<file path="src/rtl/bsg_counter_clear_up_down.sv">
// Up/down counter with synchronous clear, optional saturation and a registered over/underflow flag.
// Define BSG_COUNTER_CLEAR_UP_DOWN_STICKY_WRAP_EN to make wrap_o sticky until clear_i or reset.
module bsg_counter_clear_up_down #(
  parameter int width_p    = 24,
  parameter int max_val_p  = (1 << width_p) - 1,
  parameter int init_val_p = 0,
  parameter int max_step_p = 1,
  parameter int saturate_p = 0,
  localparam int sw        = $clog2(max_step_p + 1)
) (
  input  logic               clk_i,
  input  logic               reset_n_i,
  input  logic               clear_i,
  input  logic [sw-1:0]      up_i,
  input  logic [sw-1:0]      down_i,
  output logic [width_p-1:0] count_o,
  output logic               zero_o,
  output logic               max_o,
  output logic               wrap_o
);

  // Two guard bits keep base + up - down exact without truncation.
  localparam int sum_w = width_p + 2;
  localparam logic signed [sum_w-1:0] max_s  = sum_w'(max_val_p);
  localparam logic signed [sum_w-1:0] mod_s  = sum_w'(longint'(max_val_p) + 64'sd1);
  localparam logic [width_p-1:0]      max_l  = width_p'(max_val_p);
  localparam logic [width_p-1:0]      init_l = width_p'(init_val_p);
  localparam logic [sw-1:0]           step_l = sw'(max_step_p);

  logic [width_p-1:0]      base;
  logic signed [sum_w-1:0] sum;
  logic [width_p-1:0]      count_next;
  logic                    wrap_event;
  logic                    wrap_next;

  function automatic logic [width_p-1:0] wrap_fn(input logic signed [sum_w-1:0] s);
    logic signed [sum_w-1:0] r;
    if (s > max_s)         r = s - mod_s;
    else if (s[sum_w-1])   r = s + mod_s;
    else                   r = s;
    return r[width_p-1:0];
  endfunction

  function automatic logic [width_p-1:0] sat_fn(input logic signed [sum_w-1:0] s);
    logic [width_p-1:0] r;
    if (s > max_s)         r = max_l;
    else if (s[sum_w-1])   r = '0;
    else                   r = s[width_p-1:0];
    return r;
  endfunction

  always_comb begin
    base       = clear_i ? init_l : count_o;
    sum        = $signed({2'b00, base})
               + $signed({{(sum_w-sw){1'b0}}, up_i})
               - $signed({{(sum_w-sw){1'b0}}, down_i});
    wrap_event = (sum > max_s) || sum[sum_w-1];
    count_next = (saturate_p != 0) ? sat_fn(sum) : wrap_fn(sum);
`ifdef BSG_COUNTER_CLEAR_UP_DOWN_STICKY_WRAP_EN
    wrap_next  = wrap_event || (wrap_o && !clear_i);
`else
    wrap_next  = wrap_event;
`endif
  end

  // p0: count and wrap registers, one cycle after input sampling
  always_ff @(posedge clk_i) begin
    if (!reset_n_i) begin
      count_o <= init_l;
      wrap_o  <= 1'b0;
    end else begin
      count_o <= count_next;
      wrap_o  <= wrap_next;
    end
  end

  assign zero_o = (count_o == '0);
  assign max_o  = (count_o == max_l);

  assert property (@(posedge clk_i) disable iff (!reset_n_i) (up_i <= step_l) && (down_i <= step_l));

endmodule

</file>
<file path="config.mk">
export PLATFORM = sky130hd
export DESIGN_NAME = bsg_counter_clear_up_down
export DESIGN_NICKNAME = d
export VERILOG_FILES = /design/src/rtl/bsg_counter_clear_up_down.sv
export SDC_FILE = /design/constraint.sdc
export NUM_CORES = 1
export LEC_CHECK = 0
export ABC_AREA = 0
export CORE_UTILIZATION = 25
export DETAILED_ROUTE_END_ITERATION = 12
export PLACE_DENSITY = 0.39
export SETUP_SLACK_MARGIN = 0.05
export SLEW_MARGIN = 20
export SYNTH_ARGS = -nofsm -noshare
export SYNTH_HDL_FRONTEND = slang
export SYNTH_SLANG_ARGS = --single-unit
</file>
<file path="constraint.sdc">
create_clock -name clk_i -period 6.81 [get_ports clk_i]
set_input_delay 1.362 -clock clk_i [delete_from_list [all_inputs] [get_ports clk_i]]
set_output_delay 1.362 -clock clk_i [all_outputs]
set_load 0.005 [all_outputs]
</file>
==> results of run 1 <==
[through the flow]
step                      total power (W)  instances
after floorplan                  0.001021        351
after global placement           0.001378        498
after detailed placement         0.001364        498
after CTS                        0.001474        502
after global routing             0.001609        502
final                            0.001467        502
[per-layer routing]
layer  track usage  wire length [um]  part of all wire  vias up
met5             0                 0                 0        -
met4       0.04550               144             0.017        0
met3       0.01747               316             0.037       12
met2        0.2573              3615              0.43       56
met1        0.2460              4381              0.52     1239
li1              -                 -                 -     1314
[worst max path at each step]
stage | startpoint | to
global placement | clear_i | count_o[23]
detailed placement | clear_i | count_o[23]
CTS | clear_i | count_o[23]
finish | clear_i | count_o[23]
global route | clear_i | count_o[23]
floorplan | clear_i | count_o[12]
[final cells by class]
class                   count  area share
multi-input cells         276      0.6155
flip-flops and latches     25      0.1674
repair buffers             32      0.1063
well taps                 133     0.05565
inverters                  32     0.04017
clock buffers               4     0.01506
[registers in the layout, indices dropped and copies added (netlist names)]
name     count
count_o     24
wrap_o       1
[synthesized netlist by cell type (6+ instances only)]
master	number	share of area
nand2_1	42	0.061
inv_1	32	0.047
dfxtp_1	25	0.19
nor2_1	25	0.036
ha_1	24	0.12
a21oi_1	22	0.043
o21ai_0	19	0.037
nand4_1	16	0.039
nand3_1	11	0.021
xnor2_1	9	0.031
a211oi_1	8	0.023
clkbuf_1	8	0.012
nor4_1	8	0.019
nand2b_1	7	0.017
mux2i_1	6	0.023
o211ai_1	6	0.018
[power by group]
part	leakage, nW	switching, W	internal (W)	total (W)
Sequential	0.209	0.0000716	0.000210	0.000281
Clock	0.0228	0.0000581	0.0000421	0.000100
Combinational	1.03	0.000618	0.000468	0.00109
Total	1.26	0.000747	0.000720	0.00147
[worst register-to-register path, stage by stage, from the launching register on]
cell and delay (ns):
dfxtp_1 0.41, nand2_1 0.07, ha_1 0.30, inv_1 0.06, ha_1 0.17, inv_1 0.06, fa_1 0.42, o21ai_1 0.32
a311oi_1 0.19, o21ai_1 0.35, a211oi_1 0.16, mux2i_1 0.14
[kinds of logic after synthesis]
logic type / Yosys count / synth area share
xor gates and xnor gates: 11 / 0.03747
AOI/OAI and AO/OA: 94 / 0.2550
DFF: 25 / 0.1946
adders and majority gates: 25 / 0.1246
muxes: 6 / 0.02336
and+or+nand+nor: 140 / 0.2754
buffers and inverters: 50 / 0.08953
==> run_results.csv, run 1 <==
group,metric,value,unit
finish,ff_latch_area,500.5,sq um
critical_path,path_max_fanout,20,
floorplan,initial_core_util,0.2607,
floorplan,die_w,103.4,um
timing,finalHoldViolCount,0,
cts,cts_tree,"done",
finish,fin_nets,400,
critical_path,critPathLaunchType,"input port",
critical_path,crit_slowest_cell,"clkdlybuf4s50_1",
yosys,yosysSeqAreaShare,0.1946,
placement,io_buffers,31,
cts,cts_root_buf,"clkbuf_8",
global_routing,grt_first_pass_wirelength,13.50,mm
yosys,ys_ff_latch,25,
timing,slew_violations,0,
status,status,"finished clean",
cts,cts.reportedPaths.clkPinSlew,0.11,ns
timing,finalSetupViolCount,0,
min_path,worstHoldPathType,"flip-flop to flip-flop",
global_routing,grt_pass1_vias,2489,
critical_path,worstPathCellList,"clkdlybuf4s50_1 -> inv_1 -> nand2_1 -> ha_1 -> a21o_1 -> a21boi_0 -> o221ai_1 -> a21oi_2 -> o32ai_1 -> a211o_1",
drt,first_pass_iters,4,
drt,wl,8.458,mm
floorplan,die-area,0.01069,sq mm
timing,fmax,0.2060,GHz
timing,max_slew_margin,0.5240,
global_routing,grt-ovfl-total,0,
finish,syn_to_final_growth,16.30,%
placement,place_area,0.002945,sq mm
drt,vias,2621,
cts,cts.repair.resized,0,
cts,clk_path_buf_depth,2,
placement,dpl.hpwl,6.564,mm
floorplan,die_y,103.4,um
finish,drive_above_1_share,0.04065,
critical_path,r2r_start,"count_o[0]",
critical_path,endpoint_kind,"flip-flop",
cts,hold_buffers,0,
min_path,hold_depth,2,
min_path,holdPathEnd,"wrap_o",
cts,cts_sinks,25,
critical_path,cp_num_buf_inv,2,
critical_path,reg2regPathDepth,11,
timing,grt_setup_unrepaired,"false",
drt,routedWlPerCell,16.85,um
global_routing,grtUsageTotal,0.1674,
drt,viasPerCell,5.221,
timing,fin_hold_ws,0.6107,ns
timing,clock_skew,0.006071,ns
critical_path,cp.arrival,5.03,ns
global_routing,antenna_found_initial,0,
critical_path,max_stage_delay,0.68,ns
critical_path,crit_family,"compound AO/OA/AOI/OAI gates",
yosys,synth_cells,351,
critical_path,cp_data_required_time,6.98,ns
yosys,async_reset_ff_frac,0,
timing,min_period_over_period,0.7129,
global_routing,grt_max_degree,25,
drt,drt_iter0_drc,125,
drt,drc,0,
finish,multiInputGateArea,0.001841,sq mm
placement,place_congestion,0.8137,
finish,mostFrequentLayoutCells,"42 x nand2_1, 32 x inv_1, 31 x clkdlybuf4s50_1",
min_path,holdCritStartpoint,"count_o[23]",
timing,tightest_slew,0.7132,ns
drt,ant_nets,0,
yosys,syn_avg_cell_area,7.325,sq um
floorplan,ios,32,
finish,diodes,0,
critical_path,r2r_setup_slack,4.05,ns
power_and_ir_drop,peakVddDrop,0.0001487,V
cts,clkLatencyLatePin,0.28,ns
finish,fill_cells,1055,
finish,final_common_cell,"nand2_1",
yosys,synth_edf_count,0,
timing,min_period,4.855,ns
cts,htree_levels,1,
yosys,ys_types,56,
finish,final_core_util,0.3031,
power_and_ir_drop,p_leak,1.261,nW
timing,fin_ws,1.955,ns
yosys,synth_fp_nets,381,
critical_path,crit_cells,10,
yosys,synth_area,0.002571,sq mm
cts,numCtsBuffers,3,
floorplan,core_area,0.009864,sq mm
yosys,ys_warn_count,0,
floorplan,rows,36,
timing,fin_tns_setup,0,ns
critical_path,rr_endpoint,"count_o[18]",
run,drv_cap,0,
cts,cts_setup_buffers,0,
critical_path,worstSetupPathType,"input port to flip-flop",
power_and_ir_drop,pwr_density_cell,490.6,mW/mm^2
placement,place_ws,1.648,ns
yosys,synth_flop_cell,"dfxtp_1",
finish,fin_area,0.002990,sq mm
Note: power is estimated with default switching activity, not from simulation.
==> run 2: changes to the inputs <==
- PLACE_DENSITY: 0.39 -> 0.41
- clock period: 6.81 -> 4.05 ns (I/O delays scaled with it)
==> run_results.csv, run 2 (synthesized netlist as in run 1, its figures left out) <==
group,metric,value,unit
status,status,"finished clean",
timing,fmax,0.2928,GHz
finish,final_common_cell,"nand2_1",
global_routing,grt_max_degree,24,
cts,cts.reportedPaths.clkPinSlew,0.10,ns
floorplan,ios,32,
power_and_ir_drop,peakVddDrop,0.0001701,V
timing,fin_hold_ws,0.5929,ns
floorplan,die-area,0.01069,sq mm
cts,cts.repair.resized,0,
power_and_ir_drop,pwr_density_cell,816.4,mW/mm^2
run,drv_cap,0,
floorplan,rows,36,
timing,grt_setup_unrepaired,"false",
drt,routedWlPerCell,16.44,um
cts,hold_buffers,0,
floorplan,die_y,103.4,um
timing,min_period,3.415,ns
drt,drt_iter0_drc,163,
timing,finalHoldViolCount,0,
critical_path,crit_top_cell,"inv_1",
placement,place_congestion,0.8211,
timing,fin_ws,0.6349,ns
power_and_ir_drop,p_leak,1.306,nW
cts,clkLatencyLatePin,0.28,ns
finish,largest_register_ffs,24,
global_routing,grt_pass1_vias,2526,
finish,reg_top3,"count_o (24), wrap_o (1)",
cts,htree_levels,1,
critical_path,cp_data_required_time,4.22,ns
drt,viasPerCell,5.143,
timing,fin_tns_setup,0,ns
finish,drive_above_1_share,0.06596,
finish,regMostFlops,"count_o",
drt,first_pass_iters,5,
finish,diodes,0,
critical_path,endpoint_kind,"flip-flop",
cts,cts_root_buf,"clkbuf_8",
drt,ant_nets,0,
critical_path,crit_family,"compound AO/OA/AOI/OAI gates",
placement,dpl.hpwl,6.593,mm
drt,vias,2633,
global_routing,grt_first_pass_wirelength,13.52,mm
critical_path,critPathLaunchType,"input port",
global_routing,grt-ovfl-total,0,
critical_path,cp_num_buf_inv,4,
cts,cts_tree,"done",
global_routing,grtUsageTotal,0.1661,
critical_path,worstSetupPathType,"input port to flip-flop",
critical_path,cp.arrival,3.59,ns
drt,drc,0,
placement,place_ws,0.3942,ns
timing,finalSetupViolCount,0,
critical_path,worstPathCellList,"clkdlybuf4s50_1 -> inv_1 -> nand2_1 -> ha_1 -> inv_1 -> ha_1 -> inv_1 -> fa_1 -> o21ai_1 -> a311oi_1 -> o21ai_1 -> a211oi_1 -> mux2i_1",
finish,fill_cells,1071,
power_and_ir_drop,power,0.002503,W
cts,cts_sinks,25,
drt,wl,8.416,mm
global_routing,antenna_found_initial,0,
timing,clock_skew,0.009479,ns
critical_path,path_max_fanout,5,
cts,clk_path_buf_depth,2,
critical_path,crit_slowest_cell,"clkdlybuf4s50_1",
finish,mostFrequentLayoutCells,"42 x nand2_1, 32 x inv_1, 31 x clkdlybuf4s50_1",
min_path,worstHoldPathType,"flip-flop to flip-flop",
finish,final_core_util,0.3108,
floorplan,initial_core_util,0.2607,
cts,cts_setup_buffers,0,
placement,io_buffers,31,
timing,slew_violations,0,
cts,numCtsBuffers,3,
floorplan,core_area,0.009864,sq mm
critical_path,max_stage_delay,0.42,ns
timing,tightest_slew,0.6346,ns
timing,max_slew_margin,0.5765,
timing,min_period_over_period,0.8432,
finish,fin_nets,410,
finish,syn_to_final_growth,19.22,%
floorplan,die_w,103.4,um
-- run 2: cell types whose count changed in the layout (fill, tap and decap cells not counted), sizes merged --
cell and delta:
buf +10
-- run 2: metrics by stage --
step | instance area, sq um | instances
floorplan | 2571 | 351
global placement | 3020 | 508
detailed placement | 3020 | 508
CTS | 3065 | 512
global route | 3065 | 512
finish | 3065 | 512
-- run 2: layer usage --
metal / up-vias / part of all wire / track usage
met2: 73 / 0.44 / 0.2649
met3: 8 / 0.050 / 0.01478
met4: 0 / 0.014 / 0.03792
met1: 1218 / 0.50 / 0.2412
met5: - / 0 / 0
li1: 1334 / - / -
-- run 2: cell type report --
| class | instances | area, sq um | share of cell area |
|---|---|---|---|
| multi-input cells | 276 | 1841 | 0.6004 |
| well taps | 133 | 166.4 | 0.05429 |
| inverters | 32 | 120.1 | 0.03918 |
| flip-flops and latches | 25 | 500.5 | 0.1633 |
| repair buffers | 42 | 392.9 | 0.1282 |
| clock buffers | 4 | 45.04 | 0.01469 |
-- run 2: worst reg2reg max path: stages (launching register included) --
cell and delay [ns]:
dfxtp_1 0.42, nand2_1 0.08, ha_1 0.27, inv_1 0.06, ha_1 0.19, inv_1 0.07
fa_1 0.42, o21ai_1 0.32, a311oi_1 0.19, o21ai_1 0.38, a211oi_1 0.15, mux2i_1 0.14
-- run 2: power breakdown --
group / internal (W) / switching [W]
Sequential: 0.000352 / 0.000126
Combinational: 0.000819 / 0.00103
Clock: 0.0000709 / 0.000100
Total: 0.00124 / 0.00126
-- run 2: path summary, 6_finish.rpt --
kind / start / to / slack [ns] / cells past startpoint
setup / recovery: clear_i / count_o[18] / 0.63 / 13
hold reg to reg: count_o[23] / wrap_o / 0.59 / 2
setup reg to reg: count_o[0] / count_o[18] / 1.25 / 11
hold / removal: count_o[23] / wrap_o / 0.59 / 2
